## src/rtl/user_select_input_pkg.sv

```systemverilog
// user_select_input_pkg: shared FSM encodings, default debounce length and selection helper
package user_select_input_pkg;
    typedef enum logic {ST_SELECT = 1'b0, ST_LOCKED = 1'b1} state_t;
    localparam int DEBOUNCE_DEFAULT = 500000;
    function automatic logic [1:0] next_user(input logic [1:0] u, input int n);
        return (u == 2'(n - 1)) ? 2'd0 : u + 2'd1;
    endfunction
endpackage

```

## src/rtl/user_select_input_button_debounce.sv

```systemverilog
// button_debounce: synchronizes, debounces and edge-detects one raw pushbutton
module button_debounce
    import user_select_input_pkg::*;
#(
    parameter int DEBOUNCE_CYCLES = DEBOUNCE_DEFAULT
) (
    input  logic clk,
    input  logic rst,
    input  logic btn_raw,
    output logic btn_level,
    output logic btn_pulse
);
    localparam int CW = $clog2(DEBOUNCE_CYCLES);
    logic [1:0]    sync;
    logic [CW-1:0] cnt;
    logic          level_d;
    always_ff @(posedge clk) begin
        if (rst) begin
            sync      <= '0;
            cnt       <= '0;
            btn_level <= 1'b0;
            level_d   <= 1'b0;
            btn_pulse <= 1'b0;
        end else begin
            sync      <= {sync[0], btn_raw};
            level_d   <= btn_level;
            btn_pulse <= btn_level & ~level_d;
            if (sync[1] == btn_level)
                cnt <= '0;
            else if (cnt == CW'(DEBOUNCE_CYCLES - 1)) begin
                btn_level <= sync[1];
                cnt       <= '0;
            end else
                cnt <= cnt + CW'(1);
        end
    end
endmodule

```

## src/rtl/user_select_input.sv

```systemverilog
// user_select_input: debounced next/lock buttons driving a lockable 2-bit user selection
module user_select_input
    import user_select_input_pkg::*;
#(
    parameter int DEBOUNCE_CYCLES = DEBOUNCE_DEFAULT,
    parameter int NUM_USERS       = 4
) (
    input  logic       clk,
    input  logic       rst,
    input  logic       btn_next,
    input  logic       btn_lock,
    output logic [1:0] user,
    output logic       locked,
    output logic       next_pulse
);
    logic   next_level, lock_level, lock_pulse;
    state_t state;
    button_debounce #(.DEBOUNCE_CYCLES(DEBOUNCE_CYCLES)) u_next (
        .clk(clk), .rst(rst), .btn_raw(btn_next), .btn_level(next_level), .btn_pulse(next_pulse)
    );
    button_debounce #(.DEBOUNCE_CYCLES(DEBOUNCE_CYCLES)) u_lock (
        .clk(clk), .rst(rst), .btn_raw(btn_lock), .btn_level(lock_level), .btn_pulse(lock_pulse)
    );
    // a press strobe can only occur while its debounced level is still high
    always_comb assert (rst || ((!next_pulse || next_level) && (!lock_pulse || lock_level)));
    always_ff @(posedge clk) begin
        if (rst) begin
            state  <= ST_SELECT;
            user   <= '0;
            locked <= 1'b0;
        end else if (lock_pulse) begin
            state  <= (state == ST_SELECT) ? ST_LOCKED : ST_SELECT;
            locked <= (state == ST_SELECT);
        end else if (next_pulse && state == ST_SELECT)
            user <= next_user(user, NUM_USERS);
    end
endmodule

```

## config.mk

```make
export PLATFORM = sky130hd
export DESIGN_NAME = user_select_input
export DESIGN_NICKNAME = d
export VERILOG_FILES = /design/src/rtl/user_select_input_pkg.sv /design/src/rtl/user_select_input_button_debounce.sv /design/src/rtl/user_select_input.sv
export SDC_FILE = /design/constraint.sdc
export NUM_CORES = 1
export LEC_CHECK = 0
export CORE_MARGIN = 2
export CORE_UTILIZATION = 59
export DETAILED_ROUTE_END_ITERATION = 8
export GPL_TIMING_DRIVEN = 0
export PLACE_DENSITY = 0.84
export SLEW_MARGIN = 40
export SYNTH_ARGS = -nofsm -noshare
export SYNTH_HDL_FRONTEND = slang
export SYNTH_SLANG_ARGS = --single-unit
```

## constraint.sdc

```tcl
create_clock -name clk -period 1.9 [get_ports clk]
set_input_delay 0.19 -clock clk [delete_from_list [all_inputs] [get_ports clk]]
set_output_delay 0.19 -clock clk [all_outputs]
set_load 0.01 [all_outputs]
```

After elaboration in Yosys (flattened, before gate mapping)
Cells that the tools add are included.
{"block": "totals", "regBits": 52, "latchBits": 0, "ram_bits": 0, "rom_bits": 0, "out_inout_bits": 4, "n_memories": 0}
{"block": "classes", "n_addsub": 3, "n_mul": 0, "n_div": 0, "order_cmp": 0, "eq_ne": 5, "n_shift": 0, "n_mux": 2, "bitwise": 8, "n_reduce_logical": 6}
{"cell": "$add A19 B1 Y19 const B", "n": 2}
{"cell": "$eq A19 B19 Y1 const B", "n": 2}
{"cell": "$not A1 Y1", "n": 6}
{"cell": "$reduce_and A2 Y1", "n": 3}
{"cell": "$reduce_or A3 Y1", "n": 2}
{"cell": "$add A2 B1 Y2 const B", "n": 1}
{"cell": "$and A1 B1 Y1", "n": 2}
{"cell": "$eq A1 B1 Y1", "n": 2}
{"cell": "$eq A2 B2 Y1 const B", "n": 1}
{"cell": "$mux W2", "n": 1}
{"cell": "$logic_and A1 B1 Y1", "n": 1}
{"cell": "$mux W1", "n": 1}

Depth between registers and ports, before layout
{"block": "depth", "ltp_word": 3, "mapped_depth": 7, "ltp_nobuf": 5}

Cells and area by module
A second synthesis with hierarchy kept.
{"block": "hier_totals", "hier_cells": 241, "area_unflattened_um2": 2235.9}
{"module": "button_debounce", "instances": 2, "cells_per_inst": 114, "area_each_um2": 1043.5, "seq_area_each_um2": 480.5}
{"module": "user_select_input", "instances": 1, "cells_per_inst": 13, "area_each_um2": 148.9, "seq_area_each_um2": 60.1}

Worst setup path before layout
Ideal clock, no wire load.
{"block": "synth_timing", "path_type": "register to register", "startpoint": "register u_lock.cnt[0]", "endpoint": "register u_lock.cnt[10]", "setup_time_ns": 0.117, "arrival_ns": 1.642, "required_ns": 1.783, "path_slack_ns": 0.141, "stages_incl_launch_ff": 8, "n_path_buf": 2, "synth_period_minus_slack_ns": 1.759, "path_cell_list": "dfxtp_1 ha_1 and4_1 buf_2 nand4_2 o21ai_2 buf_2 nor2_1"}
{"block": "synth_via", "elab_chain_cells": 2, "elab_cells_between_ends": 3}
{"item": "from (decl)", "line": "user_select_input_button_debounce.sv:15", "rtl": "logic [CW-1:0] cnt;"}
{"item": "from (signal assigned)", "line": "user_select_input_button_debounce.sv:34", "rtl": "cnt <= cnt + CW'(1);"}
{"item": "branches (longest 2 deep; another with $add A19 B1 Y19)"}
Several ways; the timed one is not identified.
A chain may end at the register's enable or synchronous reset.

Worst setup path in the final report
{"block": "layout_timing", "startpoint": "register u_lock.cnt[0]", "endpoint": "register u_lock.cnt[18]"}
Same word-level chain as after synthesis.

==> metrics <==
first-pass GRT wire length=6768 µm; DRC=0; WS Path Type=reg2reg; post-placement setup slack=-0.1947 ns; Std-Cell Rows=22; Root Driver=clkbuf_8; Hold Buf Count CTS=0; Final WS setup=0.09283 ns; DP HPWL=2804 µm; Final Cycle Share=95.11%; top cells by area, synth=dfxtp_1 46%, xnor2_1 7.6%, nor2_1 7.5%; Core ar.=3633 µm²; CP bufs+invs=1; antenna cells=0; RSZ-0062 raised after global routing=no; static leakage=0.0008090 µW; GRT overflow=0; Final Setup Violations=0; status=complete, no violations; total CTS buffers=5; Avg Cell Area, Syn=9.042 µm²; cell taking the most area after synthesis=dfxtp_1; starting density of the core=60.47%; Final Hold Fails=0; R2R Path Start=u_lock.cnt[0]$_SDFF_PP0_; IR Drop Worst-Case VDD=0.4560 mV; CTS clk-pin slew, worst paths=0.10 ns; Clk pwr share=36.7%; Detailed Route Iter0 Violations=137; multi-input logic area=1131 µm²; Int Power=1352 µW; crit-path cells=ha_2 -> and4_1 -> clkbuf_4 -> nand4_4 -> or4_1 -> a21oi_1; clock buffer depth=2; Layout Skew=0.01284 ns; hold wc startpoint=u_lock.level_d$_SDFF_PP0_; Pwr Total=1743 µW; syn_nets=250; TritonCTS clock tree=yes; crit-path max FO=6; fillers=297; r2r setup slk=0.09 ns; synthesized instance count=243; htree depth=2; Tightest Pin Transition=0.6072 ns; Seq cells post-synth=51; initial antenna violation count=0; vias per cell=5.595; cell area after synthesis=2197 µm²; DIE HEIGHT=65.03 µm; FMAX=0.5534 GHz; Reg power frac=61.7%; Layout Utilization=68.15%; die width=65.03 µm; P&R area growth vs syn=12.70%; total clock sinks=51; Crit. Startpoint=u_lock.cnt[0]$_SDFF_PP0_; Distinct cells, synth=32; Hold Crit Class=reg2reg; vias=1,729; layout cells sized above 1=10.34%; worst endpoint required time=2.15 ns; pwr/cell area=704.0 nW/µm²; wire per inst=12.88 µm; Seq/Total Area, Yosys=46.47%; Sequential Area=1026 µm²; nets=267; net switching power=391.3 µW; I/O pins=8; final WL=3980 µm; largest net degree at the start of global routing=18; Final min period=1.807 ns; Pins Over Slew Limit=0; CP Capture Type=flip-flop; Arr. time, crit path=2.05 ns; DIE AREA=4228 µm²; Worst path max stage delay=0.49 ns; combinational share of power=1.6%; clock latency on the worst-skew pair=0.31 ns; Max-slew headroom=59.15%; CP max-delay cell=or4_1; Crit path max-delay family=simple AND/OR/NAND/NOR gates; Routed Antenna Nets=0; first drt pass iteration count=4; number of I/O port buffers=7; GPL Wtd Cong=0.8413; sw frac=22.45%; Synth top area share=46.47%; Max-cap violations=0; crit start category=flip-flop; yosys warns=0; GRT Resource Usage Total=20.49%; vias in the first global route=1,574
[power groups by stage]
stage,Clock (µW),Sequential [µW],Combinational (µW)
floorplan,0,1100,14.9
global placement,0,1100,25.2
CTS,642,1080,28.2
finish,640,1080,27.6
detailed placement,0,1100,26.1
global route,704,1080,30.5
[synthesized netlist by cell type]
cell and instances:
and4_1 3, nor2_1 44, xnor2_1 19, nor3b_1 2
o21bai_2 1, o21ai_0 4, or4_1 2, nor3_1 6
a21oi_1 4, inv_1 10, a31o_2 1, nand4_1 13
clkbuf_1 1, nor4b_1 4, nor2b_1 6, nand2_1 8
nand3_1 14, buf_2 6, nand4_2 4, ha_1 3
or4b_1 1, xor2_1 13, mux2i_1 3, o21ai_2 1
or3_1 2, o31ai_1 1, nor4_1 7, and2_1 2
o41ai_1 1, dfxtp_1 51, nand2b_1 2, and3_1 4
[routing by layer]
layer	part of all wire [%]	global-route usage (%)	wire length [µm]
met5	0	0	0
met2	48	34.41	1903
met4	1.0	5.469	41
met1	47	25.90	1876
met3	4.0	5.729	159
[cell families after synthesis]
logic type      Yosys count  share of synthesized area [%]
flops                    51                          46.47
fa+ha+maj                 3                          1.709
buf+inv                  17                          3.246
simple gates            124                          30.58
mux                       3                          1.367
xor+xnor                 32                          12.76
compound gates           13                          3.873
[area by class of cell]
class | count | share of cell area [%]
Buffer | 7 | 1.465
Clock buffer | 5 | 2.779
Clock inverter | 3 | 0.9601
Inverter | 10 | 1.516
Multi-Input combinational cell | 175 | 45.68
Sequential cell | 51 | 41.43
Tap cell | 48 | 2.425
Timing Repair Buffer | 10 | 3.739
[cells in the final DEF, fill, tap and decap left out, types with 3 or more instances in the layout]
cell,n
inv_1,10
and4_1,3
mux2i_1,3
nor2_1,44
xnor2_1,19
nor2b_1,6
clkbuf_8,5
o21ai_0,4
buf_4,3
dfxtp_1,49
nand4_1,13
nand2_1,8
clkdlybuf4s50_1,7
a21oi_1,4
nor4_1,7
nor3_1,6
buf_2,5
and3_1,4
nor4b_1,4
nand4_2,3
nand3_1,14
xor2_1,13
[metrics by stage]
| stage | TNS (ns) | cells | hold slack, ns | cell area (µm²) |
|---|---|---|---|---|
| 2_1_floorplan | 0 | 243 | 0.3182 | 2197 |
| 3_3_place_gp | -1.443 | 298 | 0.3700 | 2327 |
| 3_5_place_dp | -2.055 | 298 | 0.3805 | 2327 |
| 4_1_cts | 0 | 309 | 0.3944 | 2462 |
| 5_1_grt | 0 | 309 | 0.4100 | 2476 |
| 6_report | 0 | 309 | 0.4052 | 2476 |
[sequential cells by signal, indices dropped and copies added (netlist names)]
name and count:
u_lock.cnt 19, u_next.cnt 19, u_lock.sync 2, u_next.sync 2, user 2, locked 1, u_lock.btn_level 1, u_lock.btn_pulse 1
u_lock.level_d 1, u_next.btn_level 1, u_next.btn_pulse 1, u_next.level_d 1
[final timing paths]
kind	end	depth (start not counted)
setup / recovery	u_lock.cnt[18]$_SDFF_PP0_	6
hold / removal	u_lock.btn_pulse$_SDFF_PP0_	1
setup reg to reg	u_lock.cnt[18]$_SDFF_PP0_	6
hold reg to reg	u_lock.btn_pulse$_SDFF_PP0_	1
[what timing repair did]
item / 4_1_cts / 5_1_grt
resized for setup: 5 / 3
endpoints found under the setup margin: 21 / 2
buffers inserted: 3 / 0
cloned: 0 / 0
pin swaps: 2 / 0
No activity file was read; power rests on OpenSTA's default activity.
